## src/rtl/mul4_seq.sv

```systemverilog
// Sequential 4x4 unsigned shift-and-add multiplier (IDLE/RUN/DONE FSM, one bit per cycle).
// Define MUL4_SEQ_EARLY_DONE_EN to end RUN as soon as no set multiplier bits remain.

module mul4_seq_fa (
  input  logic x,
  input  logic y,
  input  logic ci,
  output logic s,
  output logic co
);
  assign s  = x ^ y ^ ci;
  assign co = (x & y) | (ci & (x ^ y));
endmodule

module mul4_seq (
  input  logic       clk,
  input  logic       rst_n,
  input  logic       start,
  input  logic [3:0] a,
  input  logic [3:0] b,
  output logic       busy,
  output logic       done,
  output logic [7:0] p
);
  typedef enum logic [1:0] {IDLE = 2'd0, RUN = 2'd1, DONE = 2'd2} state_t;

  state_t     state;
  logic [3:0] mcand;
  logic [3:0] mq;
  logic [3:0] acc;
  logic [1:0] cnt;

  logic [3:0] addend;
  logic [3:0] sum;
  logic [4:0] carry;
  logic [3:0] acc_nx;
  logic [3:0] mq_nx;
  logic       finish;
  logic [7:0] result;

  // Partial product is the multiplicand gated by the current multiplier LSB.
  assign addend   = mcand & {4{mq[0]}};
  assign carry[0] = 1'b0;

  for (genvar i = 0; i < 4; i++) begin : g_rca
    mul4_seq_fa u_fa (
      .x  (acc[i]),
      .y  (addend[i]),
      .ci (carry[i]),
      .s  (sum[i]),
      .co (carry[i+1])
    );
  end

  // {c,sum,mq} shifted right by one: carry drops into acc MSB, sum LSB into mq MSB.
  assign acc_nx = {carry[4], sum[3:1]};
  assign mq_nx  = {sum[0], mq[3:1]};

`ifdef MUL4_SEQ_EARLY_DONE_EN
  logic [3:0] rem_mask;
  logic [1:0] rem_shift;

  // Low mq bits still holding unprocessed multiplier bits after this edge.
  assign rem_mask  = 4'b0111 >> cnt;
  assign rem_shift = 2'd3 - cnt;
  assign finish    = ((mq_nx & rem_mask) == 4'd0);
  assign result    = {acc_nx, mq_nx} >> rem_shift;
`else
  assign finish = (cnt == 2'd3);
  assign result = {acc_nx, mq_nx};
`endif

  always_ff @(posedge clk) begin
    if (!rst_n) begin
      state <= IDLE;
      busy  <= 1'b0;
      done  <= 1'b0;
      p     <= 8'h00;
      acc   <= 4'd0;
      mq    <= 4'd0;
      mcand <= 4'd0;
      cnt   <= 2'd0;
    end else begin
      case (state)
        IDLE, DONE: begin
          done <= 1'b0;
          if (start) begin
            state <= RUN;
            busy  <= 1'b1;
            mcand <= a;
            mq    <= b;
            acc   <= 4'd0;
            cnt   <= 2'd0;
          end else begin
            state <= IDLE;
            busy  <= 1'b0;
          end
        end
        RUN: begin
          acc <= acc_nx;
          mq  <= mq_nx;
          cnt <= cnt + 2'd1;
          if (finish) begin
            p     <= result;
            done  <= 1'b1;
            busy  <= 1'b0;
            state <= DONE;
          end
        end
        default: begin
          state <= IDLE;
          busy  <= 1'b0;
          done  <= 1'b0;
        end
      endcase
    end
  end
endmodule

```

## config.mk

```make
export PLATFORM = sky130hd
export DESIGN_NAME = mul4_seq
export DESIGN_NICKNAME = d
export VERILOG_FILES = /design/src/rtl/mul4_seq.sv
export SDC_FILE = /design/constraint.sdc
export NUM_CORES = 1
export LEC_CHECK = 0
export BUFFER_PORTS_ARGS = -buffer_cell sky130_fd_sc_hd__buf_4
export CORE_UTILIZATION = 50
export DETAILED_ROUTE_END_ITERATION = 8
export GPL_ROUTABILITY_DRIVEN = 0
export PLACE_DENSITY = 0.73
export SYNTH_ARGS = -nofsm -noshare
export SYNTH_HDL_FRONTEND = slang
export SYNTH_SLANG_ARGS = --single-unit
```

## constraint.sdc

```tcl
create_clock -name clk -period 4.78 [get_ports clk]
set_clock_uncertainty 0.15 [all_clocks]
set_input_delay 0.956 -clock clk [delete_from_list [all_inputs] [get_ports clk]]
set_output_delay 0.956 -clock clk [all_outputs]
set_load 0.01 [all_outputs]
```

=== Yosys cells after proc, flatten, opt, wreduce, memory -nomap -nowiden ===
Cells that the tools add are included.

* Word-level logic and storage cells: 51
* Bits in read-only memories: 0
* Memory bits (writable): 0
* Output and inout bits: 10
* Bits in latches: 0
* Memories kept: 0
* Bits in registers: 26
* Input bits: 11

* Shift-type cells: 0
* Add/subtract/negate cells: 1
* Magnitude comparators: 0
* Div/mod/pow operators: 0
* Bitwise logic cells: 18
* Reductions and logical operators: 7
* Muxes and demuxes: 12
* Multiply operators: 0
* Eq/ne operators: 5

{| class="wikitable"
|+ Operators by type and width
! kind !! count
|-
| one-hot mux 4 bit (2 select lines) || 2
|-
| two-way mux 4 bit || 2
|-
| one-hot mux 2 bit (2 select lines) || 2
|-
| AND reduction 2 bit || 4
|-
| bitwise AND 1 bit || 7
|-
| XOR 1 bit || 7
|-
| bitwise AND 4 bit || 1
|-
| equality test 2 bit, second input constant || 2
|-
| two-way mux 2 bit || 2
|-
| != test 2 bit, second input constant || 2
|-
| two-way mux 1 bit || 3
|-
| OR 1 bit || 3
|-
| adder 2 x 1 -> 2 bit, second input constant || 1
|-
| equality test 2 x 1 -> 1 bit, second input constant || 1
|-
| logical NOT 2 bit || 1
|-
| one-hot mux 1 bit (2 select lines) || 1
|-
| nonzero test 2 bit || 1
|-
| OR reduction 2 bit || 1
|}

=== Depth between registers and ports, before layout ===
Gate-level depths: netlist of the first run.

* Depth after elaboration: 9
* Gate-level depth with buffers: 8
* Mapped depth without buffers: 8

=== Hierarchy ===
From an unflattened synthesis of the first run, not the netlist that was laid out.

* Cell total of the unflattened synthesis: 122
* Area, all modules: 1,161.1 sq um

{| class="wikitable"
|+ By module, submodules not included
! module !! sequential area each (sq um) !! cells each !! area an instance (sq um) !! times used
|-
| mul4_seq || 520.5 || 118 || 1,081.0 || 1
|-
| mul4_seq_fa || 0.0 || 1 || 20.0 || 4
|}

=== Least setup slack after synthesis of the first run ===
No wires, ideal clock.

* Path kind: flip-flop to flip-flop
* Start point: register mq[0]
* End point: register acc[2]
* Period minus slack after synthesis: 2,359 ps
* Library setup time: 115 ps
* Stages on the path, launching flop included: 9
* Data arrival time: 2,094 ps
* Path slack: 2,421 ps
* Path through: dfxtp_1 and2_1 ha_1 inv_1 fa_1 fa_1 fa_1 nor2_1 o21a_1

* Longest elaborated chain between the ends: 8

{| class="wikitable"
|+ RTL lines
! element !! RTL line !! source
|-
| start, declared || 29 || <nowiki>logic [3:0] mq;</nowiki>
|-
| start signal, assigned || 101 || <nowiki>mq <= mq_nx;</nowiki>
|-
| bitwise AND 4 bit * || 42 || <nowiki>assign addend = mcand & {4{mq[0]}};</nowiki>
|-
| bitwise AND 1 bit or XOR 1 bit (tied branches) || 12 || <nowiki>assign co = (x & y) | (ci & (x ^ y));</nowiki>
|-
| bitwise AND 1 bit || 12 ||
|-
| OR 1 bit || 12 ||
|-
| bitwise AND 1 bit || 12 ||
|-
| OR 1 bit || 12 ||
|-
| XOR 1 bit * || 11 || <nowiki>assign s = x ^ y ^ ci;</nowiki>
|-
| one-hot mux 4 bit (2 select lines) * || 84 || <nowiki>case (state)</nowiki>
|-
| end signal, assigned || 100 || <nowiki>acc <= acc_nx;</nowiki>
|-
| end, declared || 30 || <nowiki>logic [3:0] acc;</nowiki>
|}

Every way passes the cells marked *; elsewhere a longest branch is shown, timed or not.
A chain may end at the register's enable or synchronous reset.

=== Final worst setup path of the first run ===
Ends and elaborated chain as after synthesis.

==> run metrics, run 1 <==
Max Cap Viol=0; IO buf count=20; Resize count post-CTS=0; Power Density=just under 300 mW/mm^2; DRT antenna net count=0; die width=49.6 microns; crit start category=flop; YS warnings=0; CTS Buf Count=3; vias in the first global route=779; setup TNS=0 ns; clock buffer depth=2; Synthesized Nets=136; antenna fix cells=0; RSZ-0062 raised after global routing=no; final hold vios=0; CP Max Fanout=5; via density per instance=5.12; Die Y=49.6 microns; fin crit share=around 53%; All-Layer GR Usage=between 10% and 20%; CTS clk-pin slew, worst paths=0.13 ns; Critical Path RT=approximately 5 ns; critical path's slowest cell=fa_1; Initial Util=55.5%; Post-route DRC=0; total grt overflow=0; cell mode on critical path=fa_1; Initial DRT Pass Iterations=4; Mean Syn Cell Area=about 9.4 sq um; static leakage=roughly 0.56 nW; maximum clock frequency=~0.4 GHz; CP cell instances=and2_1 > ha_1 > inv_1 > fa_1 > fa_1 > fa_1 > nor2_1 > o21a_1; post-synth design cell area=0.00113 sq mm; synth-to-layout area growth=14.0%; Placeable Area=0.00204 sq mm; Final #Nets=about 150; FP Rows=16; min Tclk post-route=around 2.5 ns; critical path type=reg2reg; VDD IR max=between 0.0002 and 0.0003 V; global-route wire length before repair=3.43 mm; DRT iter0 DRCs=20; Final Max Slew Viols=0; CTS root buffer=clkbuf_4; die area=0.00246 sq mm; FF+latch count, synth=26; Final Non-Filler Cells=163; post-synthesis sequential area ratio=46.0%; vias=~830; WL/cell=12.4 microns; final setup violation count=0; final wirelength=2.03 mm; share of layout cells above drive strength 1=a little under a fifth; Syn Inst Count=120; Final HPWL DP=1.44 mm; Fillers=202; Yosys cell types=26; Max stage delay on crit path=between 0.5 and 0.6 ns; Worst-Skew Late Latency=between 0.3 and 0.4 ns; number of post-CTS setup repair buffers=0; CP Capture Type=flop; Cells after DPL=159; CTS HTree Levels=1; Slew @ Worst Pin=0.911 ns; antenna violations before repair=0; outcome=complete, no violations; TritonCTS clock tree=built; Sinks on Clock Net=26; arrival time at the worst endpoint=2.61 ns; relative max-transition margin=39.2%; Hold Buf Count CTS=0; largest net degree at the start of global routing=27; worst hold path class=reg2reg; number of primary I/O pins=21
[sequential cells by signal (all words and copies together) (netlist names)]
name / count
mcand: 4
cnt: 2
busy: 1
mq: 4
state: 2
done: 1
acc: 4
p: 8
[logic make-up (layout without fill, tap and decap cells)]
logic type | after synthesis | in the layout | synth area share (%)
AOI/OAI and AO/OA | 25 | 25 | 16.1
adders and majority gates | 5 | 5 | 7.51
buffers and inverters | 12 | 28 | 6.74
DFF | 26 | 26 | 46.0
muxes | 4 | 4 | 3.54
and+or+nand+nor | 48 | 48 | 20.1
[where the power goes]
group          switching [mW]  total (mW)  internal, mW  leakage [nW]
registers             0.00532       0.230         0.225         0.212
logic                  0.0201      0.0357        0.0155         0.332
clock network          0.0624       0.109        0.0466        0.0210
[metal layers]
layer / GRT usage, % / vias up / routed length [microns]
met5: 0 / - / 0
met1: 22.4 / 386 / 1000
met3: 4.63 / 0 / 68
li1: - / 432 / -
met4: 1.43 / 0 / 0
met2: 32.0 / 16 / 953
[cell type report]
class	count	area, sq um	area share, %
Inverter	4	15.0	1.16
Multi-Input combinational cell	82	536	41.5
Timing Repair Buffer	20	150	11.6
Sequential cell	26	520	40.3
Tap cell	27	33.8	2.62
Clock buffer	4	36.3	2.81
[critical path: cells and delay by family (launching register included)]
| family | cells | cell delay [ns] |
|---|---|---|
| AO/OA/AOI/OAI | 1 | 0.20 |
| buffers and inverters | 1 | 0.05 |
| AND/OR/NAND/NOR | 2 | 0.22 |
| flip-flops | 1 | 0.40 |
| adder cells (fa/ha/maj) | 4 | 1.43 |
[path summary, 6_finish.rpt]
path	start	endpoint	slack, ns	depth (start not counted)
max	mq[0]$_SDFFE_PN0P_	acc[2]$_SDFFE_PN0P_	2.25	8
min	mcand[0]$_SDFFE_PN0P_	mcand[0]$_SDFFE_PN0P_	0.33	2
max reg2reg	mq[0]$_SDFFE_PN0P_	acc[2]$_SDFFE_PN0P_	2.25	8
min reg2reg	mcand[0]$_SDFFE_PN0P_	mcand[0]$_SDFFE_PN0P_	0.33	2
[cells in the final DEF (no fill, tap or decap)]
| cell | count |
|---|---|
| dfxtp_1 | 26 |
| nand2_1 | 24 |
| buf_4 | 20 |
| nor2b_1 | 6 |
| o21a_1 | 6 |
| o21ai_0 | 5 |
| a21boi_0 | 5 |
| nor2_1 | 5 |
| o211a_1 | 5 |
| inv_1 | 4 |
| mux2i_1 | 4 |
| a31oi_1 | 4 |
| nor3_1 | 3 |
| fa_1 | 3 |
| clkbuf_4 | 3 |
| and2_1 | 2 |
| nand2b_1 | 2 |
| and3_1 | 2 |
| ha_1 | 2 |
| and3b_1 | 1 |
| and3_2 | 1 |
| nand3_1 | 1 |
| nor3b_1 | 1 |
| clkbuf_8 | 1 |
[metrics by stage]
step	utilization [%]	setup slack (ns)	hold slack, ns	total power, mW	cell area [sq um]
6_report	63.2	2.25	0.328	0.375	1290
5_1_grt	63.2	2.16	0.338	0.393	1290
4_1_cts	63.2	2.26	0.329	0.377	1290
3_5_place_dp	61.5	2.29	0.310	0.271	1250
3_3_place_gp	61.5	2.36	0.298	0.269	1250
2_1_floorplan	-	2.42	0.289	0.258	1130
[cells in the mapped netlist]
cell       n  share of area [%]
and3_1     2                1.1
buf_6      1               0.99
nor2_1     5                1.7
buf_4      1               0.66
o211a_1    5                4.4
a21boi_0   5                3.3
and2_1     2                1.1
nor3_1     3                1.3
nand2_1   24                8.0
mux2i_1    4                3.5
dfxtp_1   26                 46
inv_1      4                1.3
o21a_1     6                4.0
a31oi_1    4                2.2
ha_1       2                2.2
nor2b_1    6                3.3
nand2b_1   2                1.1
nand3_1    1               0.44
nor3b_1    1               0.66
fa_1       3                5.3
buf_12     1                1.8
and3_2     1               0.66
clkbuf_1   2               0.66
o21ai_0    5                2.2
buf_2      3                1.3
and3b_1    1               0.77
Power figures use the tool's default switching activity.
==> inputs of run 2 (changes only) <==
==> constraint.sdc (replaced) <==
create_clock -name clk -period 2.44 [get_ports clk]
set_clock_uncertainty 0.15 [all_clocks]
set_input_delay 0.488 -clock clk [delete_from_list [all_inputs] [get_ports clk]]
set_output_delay 0.488 -clock clk [all_outputs]
set_load 0.01 [all_outputs]
==> run 2 against run 1 <==
Net effect: the run now ends with setup timing left; final area rose by 4.7%; core utilization rose by 3.0 points; die area did not move; cell count rose by 1.8%; sequential cell count did not move; highest routed layer is now met4.
==> run metrics, run 2 (same netlist as run 1, synthesis figures left out) <==
CP cell instances=and2_4 > ha_4 > inv_2 > fa_2 > fa_2 > fa_1 > nor2_1 > o21a_1; setup ws final=-0.0203 ns; total grt overflow=0; Placeable Area=roughly 0.0020 sq mm; vias=860; outcome=finished with violations; VDD IR max=0.000408 V; cell mode on critical path=fa_2; global-route wire length before repair=3.79 mm; WP buf/inv=1; CTS clk-pin slew, worst paths=0.14 ns; Post-route DRC=0; final wirelength=2.22 mm; CP Max Fanout=2; CTS Buf Count=3; Sinks on Clock Net=26; synth-to-layout area growth=19.4%; All-Layer GR Usage=20.3%; max FFs per register=8; Die Y=49.6 microns; worst hold path class=in2reg; Max Cap Viol=0; critical path's slowest cell=fa_1; Switching Share=21.6%; crit start category=flop; vias in the first global route=850; P_int=around 0.64 mW; fin crit share=101%; setup TNS=-0.0203 ns; commonest non-fill, non-tap cells in the layout=nand2_1, dfxtp_1, buf_4; TritonCTS clock tree=built; antenna fix cells=0; via density per instance=5.18; FP Rows=16; Final Max Slew Viols=0; register name with the most flops=p; Final HPWL DP=1.49 mm; Worst-Skew Late Latency=0.32 ns; WL/cell=between 10 and 15 microns; die area=0.00246 sq mm; violated checks=setup timing; RSZ-0062 raised after global routing=yes; arrival time at the worst endpoint=around 2.5 ns; Final #Nets=156; Top delay family on crit path=adder cells; CTS HTree Levels=1; number of primary I/O pins=21; CP Capture Type=flop; Hold WS=roughly 0.27 ns; Initial DRT Pass Iterations=4; final hold vios=0; Slew @ Worst Pin=0.583 ns; clock buffer depth=2; Max stage delay on crit path=0.54 ns; critical path type=reg2reg; IO buf count=20; antenna violations before repair=0; largest net degree at the start of global routing=27; DRT antenna net count=0; relative max-transition margin=61.1%; final setup violation count=1; combinational power share=9.5%; Power Density=606 mW/mm^2; share of layout cells above drive strength 1=25.2%; Power Total=between 0.8 and 0.9 mW; CTS root buffer=clkbuf_4; Initial Util=between 50% and 60%; Psw=approximately 0.18 mW; die width=49.6 microns; DRT iter0 DRCs=9; Hold Buf Count CTS=0; Critical Path RT=about 2.5 ns; static leakage=0.589 nW; maximum clock frequency=0.406 GHz; min Tclk post-route=roughly 2.5 ns; clock group share of total power=35.5%; Reg power frac=between 50% and 60%
## run 2: changes by cell type in the layout (fill, tap and decap cells not counted)
cell       previous run  this run
and2_1                2         1
and2_4                0         1
buf_4                20        23
bufinv_16             0         1
clkbuf_8              1         0
dfxtp_1              26        24
dfxtp_2               0         2
fa_1                  3         1
fa_2                  0         2
ha_1                  2         1
ha_4                  0         1
inv_1                 4         3
inv_2                 0         1
## run 2: power by group through the flow
stage               Clock (mW)  Combinational, mW  Sequential [mW]
floorplan                    0             0.0477            0.458
global placement             0             0.0730            0.458
detailed placement           0             0.0749            0.459
CTS                      0.295             0.0754            0.450
global route             0.310             0.0888            0.453
finish                   0.291             0.0778            0.451
## run 2: cell type report
cell class	count	area [sq um]
multi-input cells	82	556
fillers	175	689
inverters	4	15.0
well taps	27	33.8
clock buffers	3	22.5
flip-flops and latches	26	523
repair buffers	23	173
clock inverters	1	30.0
## run 2: routing by layer
| metal | wire length, microns | GRT usage (%) |
|---|---|---|
| met5 | 0 | 0 |
| met4 | 20 | 8.10 |
| met3 | 79 | 3.40 |
| met2 | 1050 | 34.0 |
| met1 | 1070 | 25.9 |
## run 2: worst reg2reg max path, cell delays in order, from the launching register on
cell     delay, ns
dfxtp_2       0.36
and2_4        0.15
ha_4          0.12
inv_2         0.04
fa_2          0.36
fa_2          0.38
fa_1          0.54
nor2_1        0.06
o21a_1        0.21
## run 2: path summary, 6_finish.rpt
kind | start | endpoint | slack [ns] | depth (start not counted)
worst max-delay path | mcand[0]$_SDFFE_PN0P_ | acc[2]$_SDFFE_PN0P_ | -0.02 | 8
worst max register to register | mcand[0]$_SDFFE_PN0P_ | acc[2]$_SDFFE_PN0P_ | -0.02 | 8
worst min-delay path | a[2] | mcand[2]$_SDFFE_PN0P_ | 0.27 | 3
worst min register to register | mcand[2]$_SDFFE_PN0P_ | mcand[2]$_SDFFE_PN0P_ | 0.34 | 2
## run 2: through the flow
step,worst slack (ns),instance area (sq um),cells,util (%)
floorplan,0.0813,1130,120,-
global route,-0.0590,1350,166,66.2
finish,-0.0203,1350,166,66.2
global placement,0.0944,1270,161,62.2
CTS,0.00162,1330,165,65.0
detailed placement,0.0151,1270,161,62.2
## run 2: timing repair
| item | in CTS | in global routing |
|---|---|---|
| gates cloned | 0 | 0 |
| endpoints found under the hold margin | 0 | 0 |
| buffers inserted | 0 | 1 |
| resized for setup | 2 | 6 |
| pin swaps | 0 | 5 |
| endpoints found under the setup margin | 1 | 2 |
==> inputs of run 3 (changes only) <==
--- a/config.mk
+++ b/config.mk
@@ -9,6 +9,7 @@
 export CORE_UTILIZATION = 50
 export DETAILED_ROUTE_END_ITERATION = 8
 export GPL_ROUTABILITY_DRIVEN = 0
+export GPL_TIMING_DRIVEN = 0
 export PLACE_DENSITY = 0.73
 export SYNTH_ARGS = -nofsm -noshare
 export SYNTH_HDL_FRONTEND = slang
==> constraint.sdc (replaced) <==
create_clock -name clk -period 2.44 [get_ports clk]
set_clock_uncertainty 0.15 [all_clocks]
set_input_delay 0.488 -clock clk [delete_from_list [all_inputs] [get_ports clk]]
set_output_delay 0.488 -clock clk [all_outputs]
set_load 0.02 [all_outputs]
==> run 3 against run 2 <==
Net effect: the flow now finishes without violations; sequential cell count did not move; wire length shrank 0.27%; sequential share of layout area decreased by 1.2 points; final area grew 3.3%.
==> run metrics, run 3 (same netlist as run 1, synthesis figures left out) <==
All-Layer GR Usage=a little under a fifth; Power Total=0.757 mW; Final #Nets=164; CTS Buf Count=3; number of primary I/O pins=21; Fillers=194; Critical Path RT=2.54 ns; largest net degree at the start of global routing=15; IO buf count=20; max FFs per register=8; TritonCTS clock tree=built; Final HPWL DP=between 1.5 and 2 mm; register name with the most flops=p; worst hold path class=in2reg; outcome=complete, no violations; arrival time at the worst endpoint=around 2.5 ns; die area=between 0.002 and 0.0025 sq mm; final hold vios=0; DRT iter0 DRCs=36; Final Max Slew Viols=0; WL/cell=12.7 microns; CP Capture Type=flop; VDD IR max=~0.00047 V; Die Y=49.6 microns; Post-route DRC=0; synth-to-layout area growth=23.4%; maximum clock frequency=0.418 GHz; DRT antenna net count=0; share of layout cells above drive strength 1=27.9%; final setup violation count=0; min Tclk post-route=2.39 ns; total grt overflow=0; Initial Util=55.5%; CTS clk-pin slew, worst paths=0.14 ns; relative max-transition margin=71.3%; global-route wire length before repair=~3.5 mm; antenna fix cells=0; Cells after DPL=about 170; critical path type=reg2reg; Hold Buf Count CTS=0; Sinks on Clock Net=26; CTS root buffer=clkbuf_4; via density per instance=5.23; FP Rows=16; Placeable Area=0.00204 sq mm; Power Density=541 mW/mm^2; Worst-Skew Late Latency=0.33 ns; commonest non-fill, non-tap cells in the layout=nand2_1, buf_4, dfxtp_1; CTS HTree Levels=1; antenna violations before repair=0; fin crit share=98.0%; Max Cap Viol=0; clock buffer depth=2; static leakage=0.614 nW; crit start category=flop; final wirelength=2.21 mm; Final Non-Filler Cells=around 170; vias in the first global route=791; Slew @ Worst Pin=0.430 ns; vias=910; Initial DRT Pass Iterations=4; CP Max Fanout=4; die width=49.6 microns
## run 3: cell types whose count changed in the layout (fill, tap and decap cells not counted)
cell	previous run	this run
buf_2	0	3
bufinv_16	1	0
clkbuf_1	0	2
buf_4	23	24
clkbuf_8	0	1
buf_12	0	1
buf_6	0	1
## run 3: worst max-delay path: stages, from the launching register on
cell and delay (ns):
dfxtp_2 0.36, buf_4 0.11, buf_4 0.12, nand2_1 0.08, fa_2 0.35, fa_2 0.37, fa_1 0.55, nor2_1 0.06
o21a_1 0.17
## run 3: final timing paths
kind	cells after the start	to	startpoint	slack, ns
setup reg to reg	8	acc[2]$_SDFFE_PN0P_	mq[0]$_SDFFE_PN0P_	0.05
setup / recovery	8	acc[2]$_SDFFE_PN0P_	mq[0]$_SDFFE_PN0P_	0.05
hold / removal	3	mcand[1]$_SDFFE_PN0P_	a[1]	0.25
hold reg to reg	2	mcand[1]$_SDFFE_PN0P_	mcand[1]$_SDFFE_PN0P_	0.33
## run 3: what timing repair did
action | CTS | global route
endpoints found under the setup margin | 2 | 2
buffers inserted | 1 | 2
gates resized for setup | 1 | 7
pin swaps | 0 | 3
## run 3: power breakdown
part / internal [mW] / total [mW] / switching, mW / leakage (nW)
sequential: 0.441 / 0.450 / 0.00956 / 0.212
combinational: 0.0413 / 0.0870 / 0.0456 / 0.381
clock: 0.0915 / 0.219 / 0.128 / 0.0210
total: 0.574 / 0.757 / 0.183 / 0.614
## run 3: per-stage QoR
step           util, %  hold slack (ns)  setup TNS, ns  area, sq um  setup slack (ns)
3_5_place_dp      64.5            0.312         -0.141         1320           -0.0991
3_3_place_gp      64.5            0.298        -0.0475         1320           -0.0475
5_1_grt           68.4            0.254        -0.0164         1400           -0.0164
2_1_floorplan        -            0.289              0         1130            0.0813
6_report          68.4            0.251              0         1400            0.0494
4_1_cts           66.7            0.249              0         1360           0.00951
## run 3: metal layers
metal | up-vias | track usage [%] | wire length (microns)
met2 | 26 | 31.1 | 1040
met1 | 424 | 25.7 | 1040
met5 | - | 0 | 0
met4 | 0 | 4.29 | 42
met3 | 4 | 3.70 | 90
li1 | 456 | - | -
## run 3: layout make-up
class	count	area (sq um)	share of cell area, %
well taps	27	33.8	2.42
inverters	4	15.0	1.07
repair buffers	23	173	12.4
multi-input cells	82	556	39.7
plain buffers	8	61.3	4.39
flip-flops and latches	26	523	37.4
clock buffers	4	36.3	2.60
